===== config.mk =====
export PLATFORM = sky130hd
export DESIGN_NAME = mem_port_arbiter
export DESIGN_NICKNAME = d
export VERILOG_FILES = /design/src/rtl/mem_port_arbiter.sv
export SDC_FILE = /design/constraint.sdc
export NUM_CORES = 1
export LEC_CHECK = 0
export CORE_UTILIZATION = 32
export DETAILED_ROUTE_END_ITERATION = 7
export DONT_BUFFER_PORTS = 1
export PLACE_DENSITY = 0.48
export SLEW_MARGIN = 20
export SYNTH_ARGS = -nofsm -noshare
export SYNTH_HDL_FRONTEND = slang
export SYNTH_SLANG_ARGS = --single-unit

===== constraint.sdc =====
create_clock -name clk -period 1 [get_ports clk]
set_input_delay 0.2 -clock clk [delete_from_list [all_inputs] [get_ports clk]]
set_output_delay 0.2 -clock clk [all_outputs]
set_load 0.01 [all_outputs]

===== src/rtl/mem_port_arbiter.sv =====
// Two-requester (fetch/data) arbiter for a single-port synchronous memory with
// registered strobes and a 2-stage read tag pipeline. Optional MEM_PORT_ARBITER_STARVE_EN.
module mem_port_arbiter #(
    parameter int ADDR_W     = 10,
    parameter int DATA_W     = 32,
    parameter int STARVE_MAX = 3
) (
    input  logic              clk,
    input  logic              rst,
    input  logic              halt,
    input  logic              if_req,
    input  logic [ADDR_W-1:0] if_addr,
    output logic              if_gnt,
    output logic              if_rvalid,
    output logic [DATA_W-1:0] if_rdata,
    input  logic              d_req,
    input  logic              d_we,
    input  logic [ADDR_W-1:0] d_addr,
    input  logic [DATA_W-1:0] d_wdata,
    output logic              d_gnt,
    output logic              d_rvalid,
    output logic [DATA_W-1:0] d_rdata,
    output logic              mem_en,
    output logic              mem_we,
    output logic [ADDR_W-1:0] mem_addr,
    output logic [DATA_W-1:0] mem_wdata,
    input  logic [DATA_W-1:0] mem_rdata
);

    logic              fetch_wins;
    logic              if_xfer, d_xfer;

    logic              mem_en_q, mem_en_d;
    logic              mem_we_q, mem_we_d;
    logic [ADDR_W-1:0] mem_addr_q, mem_addr_d;
    logic [DATA_W-1:0] mem_wdata_q, mem_wdata_d;

    logic              tag1_vld_q, tag1_vld_d;
    logic              tag1_fetch_q, tag1_fetch_d;
    logic              tag2_vld_q, tag2_vld_d;
    logic              tag2_fetch_q, tag2_fetch_d;

    logic              if_rvalid_q, if_rvalid_d;
    logic              d_rvalid_q, d_rvalid_d;
    logic [DATA_W-1:0] if_rdata_q, if_rdata_d;
    logic [DATA_W-1:0] d_rdata_q, d_rdata_d;

`ifdef MEM_PORT_ARBITER_STARVE_EN
    localparam int CNT_RAW = $clog2(STARVE_MAX + 1);
    localparam int CNT_W   = (CNT_RAW < 2) ? 2 : CNT_RAW;

    logic [CNT_W-1:0] starve_cnt_q, starve_cnt_d;

    always_comb fetch_wins = if_req && (starve_cnt_q == CNT_W'(STARVE_MAX));

    always_comb begin
        starve_cnt_d = starve_cnt_q;
        if (if_xfer || !if_req)
            starve_cnt_d = '0;
        else if (d_xfer)
            starve_cnt_d = starve_cnt_q + 1'b1;
    end

    always_ff @(posedge clk) begin
        if (rst) starve_cnt_q <= '0;
        else     starve_cnt_q <= starve_cnt_d;
    end
`else
    localparam int starve_max_unused = STARVE_MAX;

    always_comb fetch_wins = 1'b0;
`endif

    always_comb begin
        d_gnt  = 1'b0;
        if_gnt = 1'b0;
        if (!rst && !halt) begin
            d_gnt  = d_req && !fetch_wins;
            if_gnt = if_req && !d_gnt;
        end
    end

    always_comb begin
        if_xfer = if_req && if_gnt;
        d_xfer  = d_req && d_gnt;
    end

    always_comb begin
        mem_en_d    = if_xfer || d_xfer;
        mem_we_d    = d_xfer && d_we;
        mem_addr_d  = mem_addr_q;
        mem_wdata_d = mem_wdata_q;
        if (d_xfer)
            mem_addr_d = d_addr;
        else if (if_xfer)
            mem_addr_d = if_addr;
        if (d_xfer && d_we)
            mem_wdata_d = d_wdata;

        // Tag follows the read through the memory's one-cycle read latency.
        tag1_vld_d   = mem_en_d && !mem_we_d;
        tag1_fetch_d = if_xfer;
        tag2_vld_d   = tag1_vld_q;
        tag2_fetch_d = tag1_fetch_q;

        if_rvalid_d = tag2_vld_q && tag2_fetch_q;
        d_rvalid_d  = tag2_vld_q && !tag2_fetch_q;
        if_rdata_d  = if_rvalid_d ? mem_rdata : if_rdata_q;
        d_rdata_d   = d_rvalid_d  ? mem_rdata : d_rdata_q;
    end

    always_ff @(posedge clk) begin
        if (rst) begin
            mem_en_q     <= 1'b0;
            mem_we_q     <= 1'b0;
            mem_addr_q   <= '0;
            mem_wdata_q  <= '0;
            tag1_vld_q   <= 1'b0;
            tag1_fetch_q <= 1'b0;
            tag2_vld_q   <= 1'b0;
            tag2_fetch_q <= 1'b0;
            if_rvalid_q  <= 1'b0;
            d_rvalid_q   <= 1'b0;
            if_rdata_q   <= '0;
            d_rdata_q    <= '0;
        end else begin
            mem_en_q     <= mem_en_d;
            mem_we_q     <= mem_we_d;
            mem_addr_q   <= mem_addr_d;
            mem_wdata_q  <= mem_wdata_d;
            tag1_vld_q   <= tag1_vld_d;
            tag1_fetch_q <= tag1_fetch_d;
            tag2_vld_q   <= tag2_vld_d;
            tag2_fetch_q <= tag2_fetch_d;
            if_rvalid_q  <= if_rvalid_d;
            d_rvalid_q   <= d_rvalid_d;
            if_rdata_q   <= if_rdata_d;
            d_rdata_q    <= d_rdata_d;
        end
    end

    assign mem_en    = mem_en_q;
    assign mem_we    = mem_we_q;
    assign mem_addr  = mem_addr_q;
    assign mem_wdata = mem_wdata_q;
    assign if_rvalid = if_rvalid_q;
    assign if_rdata  = if_rdata_q;
    assign d_rvalid  = d_rvalid_q;
    assign d_rdata   = d_rdata_q;

endmodule


==> metrics.md <==
| Metric | Value |
|---|---|
| Clock Skews | `around 6.3 ps` |
| Gate power share | `under 10%` |
| Placed cell areas | `0.00422 mm^2` |
| Root Driver | `clkbuf_16` |
| First-pass GRT wire length | `between 15000 and 20000 um` |
| Cell Int Power | `between 9000 and 10000 uW` |
| Most common cell after layout, fill and taps aside | `nand2_1` |
| Max-cap violation count | `0` |
| Vert. Die Dim | `about 110 um` |
| Diodes inserted | `0` |
| Fin worst setup slack | `-76.7 ps` |
| Initial core utilization | `between 30 and 40%` |
| Failing checks | `hold timing, setup timing` |
| CP Class | `reg -> reg` |
| Global route overflow | `0` |
| Drt initial violations | `approximately 130` |
| XOR/XNOR share of the synthesized area | `0%` |
| GP Congestion | `around 0.74` |
| Net Sw Frac | `20.4%` |
| Worst Tran Pin Value | `a little over 400 ps` |
| RSZ-0062 raised after global routing | `yes` |
| Post-synth cell types | `23` |
| Die width | `around 110 um` |
| Synth Area in Simple Gates | `about a fifth` |
| Slew Limit Headroom | `between 70% and 80%` |
| Drt first pass iters | `4` |
| Area of the core | `0.0122 mm^2` |
| Power Total | `between 10000 and 15000 uW` |
| Overall Global Routing Usage | `between 10% and 20%` |
| Most frequent cells in the layout | `nand2_1, dfxtp_2, a21oi_1` |
| DRC | `0` |
| Syn_nets | `a little under 600` |
| Nets | `a little under 600` |
| Synth-to-layout area growth | `37.4%` |
| Worst setup EP type | `flop` |
| Fin crit share | `108%` |
| Fin crit period | `between 1000 and 1500 ps` |
| Multiplexer share of the synthesized area | `roughly 2.5%` |
| Worst Hold Slack | `-149 ps` |
| FMAX | `about 930 MHz` |
| Via count | `3310` |
| Critical path's slowest cell | `dfxtp_4` |
| Clk buf depth | `2` |
| Worst slack at placement | `-75.6 ps` |
| Clk Latency, worst-skew pair | `a little over 400 ps` |
| Number of global-route vias before repair | `3120` |
| Critical Path RT | `around 1300 ps` |
| Synthesized instance count | `490` |
| Largest family of logic cells by synthesized area | `simple AND/OR/NAND/NOR gates` |
| Drt via density | `4.91` |
| H-tree levels | `4` |
| Synthesized area | `approximately 0.0041 mm^2` |
| Hold Path Class | `in -> reg` |
| Total wire length | `11600 um` |
| Die area | `roughly 0.013 mm^2` |
| Critical path launch point type | `flop` |
| CTS tree | `done` |
| DP HPWL | `6530 um` |
| Max Slew Vio Count | `0` |
| # fillers | `roughly 1200` |
| Switching pwr | `between 2000 and 2500 uW` |
| Layout cells sized above 1 | `49.6%` |
| IO buf count | `0` |
| WL/cell | `about 17 um` |
| PD cells | `~2000 mW/mm^2` |
| Reg-to-reg slack, setup | `-80 ps` |
| Max incr delay on CP | `roughly 350 ps` |
| CP Cell Sequence | `nor2b_4 > buf_6 > clkbuf_16 > nand2_2 > a21oi_2` |
| Largest net degree at the start of global routing | `115` |
| Clock Power Share | `between 50% and 60%` |
| Initial antenna violation count | `0` |
| Routed Antenna Nets | `0` |
| Outcome | `complete, but fails checks` |
| Finished Cell Area | `roughly 0.0056 mm^2` |
| Synth Area in Compound Gates | `approximately 16%` |
| Flop pwr share | `between 40% and 50%` |
| CP Data Arrival Time | `around 1400 ps` |
| CTS buffer count | `17` |
| Final setup violating endpoints | `62` |
| Crit Path Max Fanout | `7` |
| Number of top-level pins | `~200` |
| Maximum vdd drop | `0.000962 V` |
| Clk slew on worst S/H paths | `about 50 ps` |
| Post-Synth Adder-Cell Area | `0%` |
| Cts hold-fix bufs | `3` |
| Final Hold Fails | `~110` |
| Row Count | `40` |
| P_leak | `between 0.002 and 0.0025 uW` |
| Sequential share of the synthesized area | `between 50% and 60%` |
| Warnings from Yosys | `0` |
| Yosys reg bits | `around 110` |
| Syn_area_per_cell | `approximately 8.3 um^2` |
| CTS sink count | `114` |
## critical path, delay by kind of cell, from the launching register on
kind / cells / cell delay (ps)
buf+inv: 2 / 320
flops: 1 / 350
simple gates: 2 / 220
compound gates: 1 / 100
## timing repair
action / CTS / global route
setup buffers: 2 / 1
cloned: 3 / 4
setup endpoints to repair: 169 / 82
gates resized for setup: 110 / 114
endpoints found under the hold margin: 112 / 111
pin swaps: 0 / 36
## Yosys cell counts
cell type,n,area (um^2)
inv_1,1,3.75
and2_1,2,12.5
a21o_1,1,7.51
a211oi_2,9,113
buf_1,4,15.0
nor2b_1,3,18.8
buf_4,2,15.0
mux2i_1,10,100
nand2b_1,1,6.26
clkbuf_1,13,48.8
nor2_1,3,11.3
and2_4,1,8.76
or2_1,1,6.26
buf_6,4,45.0
buf_2,15,75.1
nand4bb_1,1,11.3
clkbuf_2,2,10.0
nand2_1,193,724
nor4b_1,2,17.5
dfxtp_1,114,2280
a21oi_1,106,531
inv_6,1,8.76
a211oi_1,1,7.51
## per-stage QoR
step / util (%) / TNS (ps) / std cells
4_1_cts: 41.9 / -1520 / 669
2_1_floorplan: - / -1710 / 490
5_1_grt: 45.9 / -5720 / 674
3_3_place_gp: 34.6 / -620 / 629
6_report: 45.9 / -2910 / 674
3_5_place_dp: 34.6 / -2820 / 629
## logic make-up (layout without fill, tap and decap cells)
| family | after synthesis | after routing |
|---|---|---|
| compound gates | 117 | 117 |
| mux | 10 | 10 |
| flops | 114 | 114 |
| buf+inv | 42 | 58 |
| simple gates | 207 | 207 |
## power groups by stage
stage	registers (uW)	logic, uW	clock network (uW)
after floorplan	4820	328	0
after global placement	4850	270	0
after detailed placement	4850	277	0
after CTS	4770	315	6450
after global routing	4760	391	6680
final	4750	355	6310
## layout make-up
type,count,area (um^2),area share (%)
clock buffers,21,460,8.21
clock inverters,11,159,2.83
inverters,2,12.5,0.223
multi-input cells,334,1950,34.8
flip-flops and latches,114,2440,43.5
well taps,168,210,3.75
repair buffers,24,375,6.70
## final timing paths
kind / startpoint / to / cells past startpoint
hold reg to reg: tag1_fetch_q$_SDFF_PP0_ / tag2_fetch_q$_SDFF_PP0_ / 1
setup reg to reg: tag2_vld_q$_SDFF_PP0_ / d_rdata[13]$_SDFFE_PP0P_ / 5
setup / recovery: tag2_vld_q$_SDFF_PP0_ / d_rdata[13]$_SDFFE_PP0P_ / 5
hold / removal: rst / mem_addr[5]$_SDFFE_PP0P_ / 1
## sequential cells by signal, summed over array words and instances, names as in the netlist, 10 cells and up
register   cells
d_rdata       32
if_rdata      32
mem_wdata     32
mem_addr      10
## per-layer routing
layer / share of wire (%) / global-route usage, %
met1: 40 / 18.0
met2: 49 / 27.2
met3: 9.8 / 7.27
met4: 1.7 / 8.31
met5: 0 / 0
Power figures use the tool's default switching activity.
